File: src/rtl/wshb_frame_reader.sv
// Wishbone classic master that streams the frame buffer from SDRAM into the
// pixel FIFO, one 32-bit pixel per transaction, in raster order.
module wshb_frame_reader #(
    parameter int          HDISP    = 800,
    parameter int          VDISP    = 480,
    parameter logic [31:0] BASE_ADR = 32'h0000_0000
) (
    input  logic        sys_clk,
    input  logic        sys_rst_n,
    input  logic        enable,
    input  logic        frame_sync,
    output logic        cyc,
    output logic        stb,
    output logic        we,
    output logic [31:0] adr,
    output logic [3:0]  sel,
    output logic [2:0]  cti,
    output logic [1:0]  bte,
    output logic [31:0] dat_ms,
    input  logic [31:0] dat_sm,
    input  logic        ack,
    input  logic        err,
    output logic [31:0] fifo_wdata,
    output logic        fifo_write,
    input  logic        fifo_wfull,
    output logic        frame_done
);
    localparam int NPIX = HDISP * VDISP;
    localparam int CW   = (NPIX > 1) ? $clog2(NPIX) : 1;
    localparam logic [CW-1:0] LAST_PIX = CW'(NPIX - 1);

    typedef enum logic [1:0] {
        IDLE = 2'd0,
        REQ  = 2'd1,
        PUSH = 2'd2
    } state_t;

    state_t        state_r;
    logic [CW-1:0] count_r;
    logic          sync_pending_r;

    function automatic logic [31:0] pix_adr(input logic [CW-1:0] c);
        return BASE_ADR + (32'(c) << 2);
    endfunction

    assign we     = 1'b0;
    assign sel    = 4'hF;
    assign cti    = 3'b000;
    assign bte    = 2'b00;
    assign dat_ms = 32'h0000_0000;

    // Read sequencer: one request, one FIFO push, back to idle.
    always_ff @(posedge sys_clk) begin
        if (!sys_rst_n) begin
            state_r        <= IDLE;
            cyc            <= 1'b0;
            stb            <= 1'b0;
            adr            <= BASE_ADR;
            fifo_write     <= 1'b0;
            fifo_wdata     <= 32'h0000_0000;
            frame_done     <= 1'b0;
            count_r        <= '0;
            sync_pending_r <= 1'b0;
        end else begin
            fifo_write <= 1'b0;
            frame_done <= 1'b0;
            case (state_r)
                IDLE: begin
                    if (sync_pending_r || frame_sync) begin
                        count_r        <= '0;
                        adr            <= BASE_ADR;
                        sync_pending_r <= 1'b0;
                    end else if (enable && !fifo_wfull) begin
                        cyc     <= 1'b1;
                        stb     <= 1'b1;
                        state_r <= REQ;
                    end else begin
                        state_r <= IDLE;
                    end
                end
                REQ: begin
                    if (frame_sync) begin
                        sync_pending_r <= 1'b1;
                    end
                    // An error still produces a (zero) pixel so the raster stays aligned.
                    if (ack || err) begin
                        fifo_wdata <= ack ? dat_sm : 32'h0000_0000;
                        fifo_write <= 1'b1;
                        frame_done <= (count_r == LAST_PIX);
                        cyc        <= 1'b0;
                        stb        <= 1'b0;
                        state_r    <= PUSH;
                    end else begin
                        state_r <= REQ;
                    end
                end
                PUSH: begin
                    if (frame_sync) begin
                        sync_pending_r <= 1'b1;
                    end
                    if (count_r == LAST_PIX) begin
                        count_r <= '0;
                        adr     <= BASE_ADR;
                    end else begin
                        count_r <= count_r + CW'(1);
                        adr     <= pix_adr(count_r + CW'(1));
                    end
                    state_r <= IDLE;
                end
                default: begin
                    cyc     <= 1'b0;
                    stb     <= 1'b0;
                    state_r <= IDLE;
                end
            endcase
        end
    end
endmodule

File: config.mk
export PLATFORM = sky130hd
export DESIGN_NAME = wshb_frame_reader
export DESIGN_NICKNAME = d
export VERILOG_FILES = /design/src/rtl/wshb_frame_reader.sv
export SDC_FILE = /design/constraint.sdc
export NUM_CORES = 1
export LEC_CHECK = 0
export CORE_UTILIZATION = 35
export CTS_BUF_LIST = sky130_fd_sc_hd__clkbuf_4
export DETAILED_ROUTE_END_ITERATION = 12
export DONT_BUFFER_PORTS = 1
export GPL_TIMING_DRIVEN = 0
export PLACE_DENSITY = 0.57
export RECOVER_POWER = 100
export SKIP_CTS_REPAIR_TIMING = 1
export SYNTH_ARGS = -nofsm -noshare
export SYNTH_HDL_FRONTEND = slang
export SYNTH_SLANG_ARGS = --single-unit
File: constraint.sdc
create_clock -name sys_clk -period 3.7 [get_ports sys_clk]
set_input_delay 0.555 -clock sys_clk [delete_from_list [all_inputs] [get_ports sys_clk]]
set_output_delay 0.555 -clock sys_clk [all_outputs]
set_load 0.05 [all_outputs]
After elaboration in Yosys (flattened, before gate mapping)
Index checks and enable logic that the tools add are counted.

word-level totals
  register bits = 89
  input port bits = 39
  output and inout bits = 110
  logic and storage cells = 51

cells by class
  reductions and logical operators = 14
  muxes and demuxes = 19
  $add $sub $neg = 1
  bitwise gates (word level) = 1
  equality and inequality tests = 8

operator list
  operator               number
  $mux 32                2
  $pmux 32 s2            1
  $mux 19                2
  $pmux 19 s2            1
  $mux 21                1
  $add 19x1->19 const B  1
  $eq 19x19->1 const B   1
  $ne 2x2->1 const B     4
  $mux 1                 7
  $reduce_and 2->1       3
  $reduce_and 3->1       2
  $mux 2                 2
  $pmux 2 s2             1
  $reduce_and 4->1       1
  $reduce_bool 2->1      2
  $pmux 1 s3             1
  $eq 2x1->1 const B     1
  $eq 2x2->1 const B     1
  $logic_not 2->1        1
  $logic_or 1x1->1       2
  $ne 2x1->1 const B     1
  $pmux 1 s2             1
  $reduce_or 2->1        1
  $logic_and 1x1->1      1
  2 further kinds        2

Depth between registers and ports, before layout
Gate-level depths: netlist of run 1.

  word-level depth = 5
  depth in mapped cells = 8
  depth with buffers taken out = 7

Worst setup path before layout of run 1
Ideal clock, no wire load.

  path kind = flip-flop to flip-flop
  start = reg, netlist name adr[2]
  end = reg adr[8]
  clock period less this slack = 2.299 ns
  slack = 1.401 ns
  setup time = 0.122 ns
  buffers on the path = 0
  required time = 3.578 ns
  arrival = 2.176 ns
  cell stages (with the launch flop) = 7
  cell sequence = dfxtp_1 > ha_1 > nand3_1 > nor4_4 > a21oi_2 > and4_1 > a311o_1

RTL lines
  item                  line  text
  end signal, assigned  106   adr <= pix_adr(count_r + CW'(1));
  end, declared         15    output logic [31:0] adr,

==> results of run 1 <==
-- stage by stage --
step	hold WS [ps]	utilization	std cells	instance area (um2)	total power, mW
detailed placement	489.2	0.4056	487	3167	1.035
global placement	472.8	0.4056	487	3167	1.034
floorplan	459.8	-	385	3039	0.9990
CTS	279.9	0.4213	502	3289	1.469
finish	310.4	0.4184	502	3267	1.451
global route	264.7	0.4184	502	3267	1.527
-- logic make-up (layout without fill, tap and decap cells) --
logic type / Yosys count / after routing
and+or+nand+nor: 117 / 117
buffers and inverters: 79 / 94
AOI/OAI and AO/OA: 70 / 70
DFF: 57 / 57
adders and majority gates: 4 / 4
other: 2 / 55
muxes: 2 / 2
xor gates and xnor gates: 1 / 1
-- where the power goes --
group	leakage, nW	switching [mW]	internal (mW)
Clock	0.0711	0.226	0.204
Combinational	0.818	0.221	0.0833
Sequential	0.461	0.0816	0.635
-- registers in the layout, indices dropped and copies added (netlist names) --
name / count
state_r: 2
sync_pending_r: 1
fifo_write: 1
fifo_wdata: 32
stb: 1
adr: 19
frame_done: 1
-- area by class of cell --
type / count / area share
inverter: 6 / 0.006894
sequential: 57 / 0.3493
tap: 102 / 0.03907
clock inverter: 5 / 0.01455
clock buffer: 10 / 0.02298
buffer: 73 / 0.1471
multi-input combinational: 249 / 0.4201
-- cells in the mapped netlist (all sizes together) (3+ instances only) --
cell type	count	share of area
dfxtp	57	0.40
nand3	22	0.039
nand2	13	0.017
a31oi	6	0.013
or3	6	0.013
a21oi	8	0.015
nor4	5	0.019
a22oi	34	0.090
nand3b	3	0.0079
clkbuf	15	0.020
buf	58	0.15
o211ai	3	0.0079
nor2	45	0.059
nand4	9	0.025
ha	4	0.018
o21ai	10	0.018
inv	5	0.0066
-- routing by layer --
metal  global-route usage  vias to the layer above  routed length, um
li1                     -                     1196                  -
met1               0.1791                     1096               2752
met2               0.2544                      110               3101
met3              0.08541                        9                636
met4              0.05339                        0                 89
met5                    0                        -                  0
-- path summary, 6_finish.rpt --
path	startpoint	cells past startpoint	endpoint	slack (ps)
min	frame_sync	2	sync_pending_r	310
max	adr[3]	6	adr[8]	800
min reg2reg	sync_pending_r	2	sync_pending_r	500
max reg2reg	adr[3]	6	adr[8]	800
==> metrics.md, run 1 <==
| Metric | Value |
|---|---|
| Status | finished, final reports clean |
| Die Wd | 92.08 um |
| FP Rows | 32 |
| VDD IR max | 254.3 uV |
| N_diodes | 0 |
| Delay of the slowest cell on the worst path | 730 ps |
| Hpwl dp | 4814 um |
| Starting density of the core | 0.3638 |
| Worst Setup End Kind | register |
| Ys Warns | 0 |
| Post-synth EDFFs | 0 |
| WL final | 6580 um |
| Largest net degree at the start of global routing | 11 |
| Xor/xnor share of the synthesized area | 0.003084 |
| Ys async rst share | 0 |
| Vias per Instance | 4.803 |
| Leak Pwr | 1.350 nW |
| Root Buffer | clkbuf_4 |
| Data arrival, critical path | 3180 ps |
| H-tree depth | 3 |
| Core area | 7807 um2 |
| Worst Path Class, Setup | reg -> reg |
| Commonest non-fill, non-tap cell in the layout | dfxtp_1 |
| Clk buf depth | 2 |
| Worst-Skew Late Latency | 390 ps |
| Hold Path Class | in -> reg |
| TritonCTS Buffers | 9 |
| Nets@finish | 439 |
| Compound-Gate Fraction of Synth Area | 0.1718 |
| Register area | 1141 um2 |
| Avg Cell Area, Syn | 8.555 um2 |
| All-Layer GR Usage | 0.1587 |
| Period utilization | 0.7842 |
| DR iter-0 viols | 73 |
| Final WS setup | 798.6 ps |
| Fillcell total | 835 |
| Cells after synthesis | 332 |
| Layout cells sized above 1 | 0.1800 |
| CTS tree | done |
| Worst slew pin tran | 860.5 ps |
| Unrepaired setup endpoints after global routing | no |
| DRC Markers | 0 |
| Number of global-route vias before repair | 2196 |
| First-pass GRT wire length | 10510 um |
| Multiplexer area fraction after synthesis | 0.007048 |
| Register bit total from synthesis | 57 |
| CP top delay family | simple AND/OR/NAND/NOR gates |
| Post-synthesis cell type count | 44 |
| Top_reg_cell synth | dfxtp_1 |
| Die Y | 92.08 um |
| Number of port buffers | 0 |
| Mapped cell area | 2840 um2 |
| Pre-CTS setup slack | 1086 ps |
| Setup TNS | 0 ps |
| Crit path cell chain | ha_1, nand3_1, nor4_1, a21oi_1, and4_1, a311o_1 |
| DR vias | 2411 |
| Clock skew | 14.16 ps |
| Reg clk slew, reported paths | 90 ps |
| Gr ovfl total | 0 |
| GPL Wtd Cong | 0.7601 |
| Max cap viols | 0 |
| Fraction of the mapped netlist area in adder cells | 0.01762 |
| Drt pass-1 iters | 4 |
| WP data required | 3980 ps |
| CP bufs+invs | 0 |
| Max Freq | 0.3447 GHz |
| I/O Pins | 149 |
| Final setup viols | 0 |
| P&R area growth vs syn | 15.02% |
| Most frequent cells in the layout | dfxtp_1, buf_4, conb_1 |
| Worst Setup Start Kind | register |
| Post-synthesis sequential area ratio | 0.4018 |
| Hold Fails Final Rpt | 0 |
| Largest family of logic cells by synthesized area | simple AND/OR/NAND/NOR gates |
| Multi-input gate area in the final layout | 1373 um2 |
| Synth Area in Simple Gates | 0.2176 |
| Routed wire per std cell | 13.11 um |
| Antenna-violating nets left | 0 |
| Slowest-stage cell, CP | dfxtp_1 |
| Max FO, Critical Path | 8 |
| Initial antenna violation count | 0 |
| PwrDens | 444.2 nW/um2 |
| Max-slew violation count | 0 |
| CTS Sinks | 57 |
| Slew headroom | 0.4203 |
| Die area | 8479 um2 |
| Tmin final | 2901 ps |
No activity file was read; power rests on OpenSTA's default activity.
==> inputs of run 2 (changes only) <==
- PLACE_DENSITY: 0.57 -> 0.59
- clock period: 3.7 -> 2.4 ns (I/O delays scaled with it)
==> run 2 against run 1 <==
Total power grew 65%. Critical path depth down 1. Die area stayed put. Worst hold slack worse by 200 ps. Highest routed layer unchanged. Clock power up 89%. Largest cell class unchanged. Fmax is 29% higher. Critical endpoint unchanged. Sequential power increased by 53%. Largest power group unchanged. Register-to-register slack worse by 650 ps.
==> metrics.md, run 2 (synthesis results as in run 1) <==
| Metric | Value |
|---|---|
| Status | finished, final reports clean (unchanged) |
| Worst-Skew Late Latency | 390 ps (about the same) |
| Number of global-route vias before repair | 2279 (was 2196) |
| Core area | 7807 um2 (unchanged) |
| Routing usage on met1 | 0.1884 (was 0.1791) |
| Root Buffer | clkbuf_4 (unchanged) |
| Leak Pwr | 1.381 nW (was 1.350 nW) |
| Drt pass-1 iters | 4 (unchanged) |
| Clk buf depth | 2 (unchanged) |
| FP Rows | 32 (unchanged) |
| Hpwl dp | 5067 um (was 4814 um) |
| DR iter-0 viols | 93 (was 73) |
| DRC Markers | 0 (unchanged) |
| Multi-input gate area in the final layout | 1391 um2 (was 1373 um2) |
| Max cap viols | 0 (unchanged) |
| Worst Path Class, Setup | reg -> reg (unchanged) |
| Register area | 1160 um2 (was 1141 um2) |
| Largest net degree at the start of global routing | 12 (was 11) |
| Layout cells sized above 1 | 0.2195 (was 0.1800) |
| Worst hold slack | 107.2 ps (was 310.4 ps) |
| Final core occ | 0.4285 (was 0.4184) |
| Number of port buffers | 0 (unchanged) |
| CTS Sinks | 57 (unchanged) |
| Gr ovfl total | 0 (unchanged) |
| Worst setup path start | adr[16] (was adr[3]) |
| Biggest register | fifo_wdata (unchanged) |
| Worst slew pin tran | 850.6 ps (was 860.5 ps) |
| Hold Path Class | in -> reg (unchanged) |
| Fillcell total | 797 (was 835) |
| WL final | 6862 um (was 6580 um) |
| N_diodes | 0 (unchanged) |
| GPL Wtd Cong | 0.7625 (was 0.7601) |
| Worst Setup End Kind | register (unchanged) |
| TritonCTS Buffers | 9 (unchanged) |
| Tmin final | 2253 ps (was 2901 ps) |
| H-tree depth | 3 (unchanged) |
| Max Freq | 0.4439 GHz (was 0.3447 GHz) |
| Final setup viols | 0 (unchanged) |
| Grt met3 use | 0.07546 (was 0.08541) |
| Reg2reg start | adr[16] (was adr[3]) |
| P&R area growth vs syn | 17.80% (was 15.02%) |
| Starting density of the core | 0.3638 (unchanged) |
| R2r worst-path depth | 5 (was 6) |
| Clock skew | 16.44 ps (was 14.16 ps) |
| Global routing's busiest layer | met2 (unchanged) |
| Die area | 8479 um2 (unchanged) |
| Slew headroom | 0.4269 (was 0.4203) |
| Initial antenna violation count | 0 (unchanged) |
| All-Layer GR Usage | 0.1647 (was 0.1587) |
| I/O Pins | 149 (unchanged) |
| Final Power | 2.389 mW (was 1.451 mW) |
| First-pass GRT wire length | 11000 um (was 10510 um) |
| Max FO, Critical Path | 8 (unchanged) |
| Die Y | 92.08 um (unchanged) |
| Unrepaired setup endpoints after global routing | no (unchanged) |
| Reg clk slew, reported paths | 110 ps (was 90 ps) |
| WP data required | 2680 ps (was 3980 ps) |
| Crit path cell chain | nand4_1, nor4_4, a21oi_2, and4_1, a311o_1 (was ha_1, nand3_1, nor4_1, a21oi_1, and4_1, a311o_1) |
| Worst Setup Start Kind | register (unchanged) |
| Hold Fails Final Rpt | 0 (unchanged) |
| Biggest regs | fifo_wdata: 32 flops, adr: 19 flops, state_r: 2 flops (unchanged) |
| VDD IR max | 453.4 uV (was 254.3 uV) |
| Slowest-stage cell, CP | dfxtp_1 (unchanged) |
| Delay of the slowest cell on the worst path | 790 ps (was 730 ps) |
| Most frequent cells in the layout | buf_4, conb_1, dfxtp_1 (was dfxtp_1, buf_4, conb_1) |
| Worst reg2reg setup slack | 150 ps (was 800 ps) |
| Routed wire per std cell | 13.64 um (was 13.11 um) |
| Max-slew violation count | 0 (unchanged) |
| Antenna-violating nets left | 0 (unchanged) |
| Data arrival, critical path | 2530 ps (was 3180 ps) |
| CTS tree | done (unchanged) |
| DR vias | 2409 (was 2411) |
| Period utilization | 0.9386 (was 0.7842) |
| PwrDens | 714.1 nW/um2 (was 444.2 nW/um2) |
| Vias per Instance | 4.789 (was 4.803) |
| Met2 usage | 0.2749 (was 0.2544) |
| Max reg flops | 32 (unchanged) |
| Die Wd | 92.08 um (unchanged) |
| Nets@finish | 439 (unchanged) |
| Reg-to-reg endpoint | adr[8] (unchanged) |
| Critical Path Sink | adr[8] (unchanged) |
[run 2: changes by cell type in the layout (fill, tap and decap cells not counted), sizes merged]
cell,previous run,this run
bufinv,1,2
clkbuf,27,26
clkinv,5,3
clkinvlp,0,3
[run 2: worst min-delay path by stage]
stage | start | end | slack, ps | cells after the start
2_1_floorplan | sync_pending_r | sync_pending_r | 460 | 2
3_3_place_gp | sync_pending_r | sync_pending_r | 470 | 2
3_5_place_dp | sync_pending_r | sync_pending_r | 480 | 2
4_1_cts | frame_sync | sync_pending_r | 70 | 2
5_1_grt | frame_sync | sync_pending_r | 70 | 2
6_report | frame_sync | sync_pending_r | 110 | 2
[run 2: worst max-delay path: cells and delay by family, from the launching register on]
kind / cells / cell delay (ps)
compound gates: 2 / 510
flops: 1 / 790
simple gates: 3 / 830
[run 2: cell type report]
cell class,instances,area share
clock buffer,9,0.02019
buffer,73,0.1440
multi-input combinational,249,0.4159
inverter,6,0.006731
clock inverter,7,0.02842
tap,102,0.03814
sequential,57,0.3467
[run 2: power breakdown]
| part | switching (mW) | total (mW) | internal (mW) | leakage (nW) |
|---|---|---|---|---|
| Sequential | 0.126 | 1.10 | 0.978 | 0.467 |
| Clock | 0.391 | 0.811 | 0.420 | 0.0758 |
| Combinational | 0.345 | 0.474 | 0.129 | 0.838 |
| Total | 0.863 | 2.39 | 1.53 | 1.38 |
[run 2: routing by layer]
layer	share of wire	wire length, um
met1	0.42	2912
met2	0.48	3261
met3	0.091	625
met4	0.0090	62
met5	0	0
[run 2: metrics by stage]
stage	worst slack [ps]	area (um2)	cells	setup TNS, ps
finish	147.3	3346	503	0
detailed placement	-172.0	3167	487	-1502
floorplan	101.4	3039	385	0
global placement	-179.9	3167	487	-1538
CTS	-194.7	3329	503	-1710
global route	6.513	3346	503	0
==> inputs of run 3 (changes only) <==
- PLACE_DENSITY: 0.59 -> 0.57
- clock period: 2.4 -> 2.8 ns (I/O delays scaled with it)
==> run 3 against run 2 <==
Sequential power shrank 14%. Worst hold slack gained 68 ps. Die area is the same. Cell count shrank 0.20%. Cell area shrank 1.8%. Register-to-register slack gained 60 ps. Clock power shrank 30%. Sequential share of layout area grew 0.15 points. Setup slack gained 64 ps. Utilization shrank 0.79 points. Critical path depth is the same. Via count grew 0.66%.
==> metrics.md, run 3 (synthesis results as in run 1) <==
| Metric | Value |
|---|---|
| Status | finished, final reports clean (unchanged) |
| Hold Path Depth | 2 (unchanged) |
| DR vias | 2425 (was 2409) |
| Hold_sp | frame_sync (unchanged) |
| Hold Fails Final Rpt | 0 (unchanged) |
| DR iter-0 viols | 63 (was 93) |
| VDD IR max | 336.0 uV (was 453.4 uV) |
| Nets@finish | 439 (unchanged) |
| Core area | 7807 um2 (unchanged) |
| Layout cells sized above 1 | 0.1875 (was 0.2195) |
| Reg-to-reg endpoint | adr[8] (unchanged) |
| Root Buffer | clkbuf_4 (unchanged) |
| WL final | 6559 um (was 6862 um) |
| Max reg flops | 32 (unchanged) |
| FP Rows | 32 (unchanged) |
| Max Freq | 0.3862 GHz (was 0.4439 GHz) |
| H-tree depth | 3 (unchanged) |
| Gr ovfl total | 0 (unchanged) |
| Fillcell total | 832 (was 797) |
| Drt pass-1 iters | 4 (unchanged) |
| Worst Path Class, Setup | reg -> reg (unchanged) |
| Final cell count without fillers | 502 (was 503) |
| Number of global-route vias before repair | 2196 (was 2279) |
| All-Layer GR Usage | 0.1587 (was 0.1647) |
| Reg clk slew, reported paths | 90 ps (was 110 ps) |
| N_diodes | 0 (unchanged) |
| Delay of the slowest cell on the worst path | 780 ps (was 790 ps) |
| Largest net degree at the start of global routing | 11 (was 12) |
| Clk buf depth | 2 (unchanged) |
| Internal Pwr Total | 1.219 mW (was 1.527 mW) |
| Die area | 8479 um2 (unchanged) |
| Initial antenna violation count | 0 (unchanged) |
| CP top delay family | simple AND/OR/NAND/NOR gates (unchanged) |
| Worst-Skew Late Latency | 390 ps (about the same) |
| Biggest register | fifo_wdata (unchanged) |
| CTS tree | done (unchanged) |
| First-pass GRT wire length | 10510 um (was 11000 um) |
| Final setup viols | 0 (unchanged) |
| Max-slew violation count | 0 (unchanged) |
| Leak Pwr | 1.368 nW (was 1.381 nW) |
| Max FO, Critical Path | 8 (unchanged) |
| CTS Sinks | 57 (unchanged) |
| Sw Share | 0.3645 (was 0.3610) |
| Max cap viols | 0 (unchanged) |
| Die Wd | 92.08 um (unchanged) |
| Antenna-violating nets left | 0 (unchanged) |
| Worst slew pin tran | 860.5 ps (was 850.6 ps) |
| P&R area growth vs syn | 15.64% (was 17.80%) |
| Biggest regs | fifo_wdata: 32 flops, adr: 19 flops, state_r: 2 flops (unchanged) |
| Setup TNS | 0 ps (unchanged) |
| Tmin final | 2589 ps (was 2253 ps) |
| Starting density of the core | 0.3638 (unchanged) |
| WP data required | 3080 ps (was 2680 ps) |
| CP bufs+invs | 0 (unchanged) |
| PwrDens | 583.9 nW/um2 (was 714.1 nW/um2) |
| Unrepaired setup endpoints after global routing | no (unchanged) |
| Multi-input gate area in the final layout | 1388 um2 (was 1391 um2) |
| R2r worst-path depth | 5 (unchanged) |
| Hpwl dp | 4814 um (was 5067 um) |
| Cell count after placement | 487 (unchanged) |
| Reg2reg start | adr[5] (was adr[16]) |
| Data arrival, critical path | 2870 ps (was 2530 ps) |
| Slew headroom | 0.4203 (was 0.4269) |
| Net Sw Power | 0.6990 mW (was 0.8626 mW) |
| Routed wire per std cell | 13.07 um (was 13.64 um) |
| Most frequent cells in the layout | buf_4, conb_1, dfxtp_1 (unchanged) |
| Clock network power share | 0.296 (was 0.339) |
| DRC Markers | 0 (unchanged) |
| Die Y | 92.08 um (unchanged) |
| Worst Setup End Kind | register (unchanged) |
| Combinational share of power | 0.210 (was 0.198) |
| Slowest-stage cell, CP | dfxtp_1 (unchanged) |
| Period utilization | 0.9247 (was 0.9386) |
| TritonCTS Buffers | 9 (unchanged) |
| Number of port buffers | 0 (unchanged) |
| Register area | 1144 um2 (was 1160 um2) |
| WHS Endpoint | sync_pending_r (unchanged) |
| I/O Pins | 149 (unchanged) |
| Hold Path Class | in -> reg (unchanged) |
| Clock skew | 14.16 ps (was 16.44 ps) |
| Seq pwr share | 0.494 (was 0.462) |
| Vias per Instance | 4.831 (was 4.789) |
| GPL Wtd Cong | 0.7601 (was 0.7625) |
| Worst reg2reg setup slack | 210 ps (was 150 ps) |
| Worst Setup Start Kind | register (unchanged) |
| Crit path cell chain | nand3_1, nor4_4, a21oi_1, and4_1, a311o_1 (was nand4_1, nor4_4, a21oi_2, and4_1, a311o_1) |
## run 3: changes by cell type in the layout (fill, tap and decap cells not counted), sizes merged
cell,delta
clkbuf,+1
clkinv,+2
bufinv,-1
clkinvlp,-3
## run 3: final cells by class
type	count	area share
plain buffers	73	0.1463
clock buffers	10	0.02286
clock inverters	5	0.01448
inverters	6	0.006857
multi-input cells	249	0.4225
flip-flops and latches	57	0.3482
well taps	102	0.03886
## run 3: worst max-delay path by stage
stage                         to  startpoint  slack [ps]  cells past startpoint
after floorplan           adr[8]      adr[2]         500                      6
after global placement    adr[6]      adr[2]         190                      7
after detailed placement  adr[6]      adr[2]         190                      7
after CTS                 adr[6]      adr[2]         160                      7
after global routing      adr[6]      adr[5]          90                      6
final                     adr[8]      adr[5]         210                      5
## run 3: power by group through the flow
| stage | sequential [mW] | clock (mW) | combinational (mW) |
|---|---|---|---|
| after detailed placement | 0.966 | 0 | 0.401 |
| after global routing | 0.952 | 0.632 | 0.434 |
| after floorplan | 0.960 | 0 | 0.360 |
| after global placement | 0.967 | 0 | 0.400 |
| after CTS | 0.948 | 0.590 | 0.402 |
| final | 0.947 | 0.569 | 0.402 |
## run 3: per-layer routing
metal  track usage  wire [um]  up-vias
met5             0          0        -
met1        0.1791       2738     1099
li1              -          -     1197
met2        0.2544       3074      120
met3       0.08541        657        9
met4       0.05339         89        0
## run 3: metrics by stage
step	power, mW	utilization	cell area (um2)	hold slack, ps	worst slack, ps
finish	1.918	0.4207	3284	175.6	211.0
global route	2.018	0.4207	3284	129.7	90.44
detailed placement	1.367	0.4056	3167	489.2	185.6
floorplan	1.320	-	3039	459.8	501.4
CTS	1.941	0.4213	3289	144.9	157.3
global placement	1.367	0.4056	3167	472.8	190.0
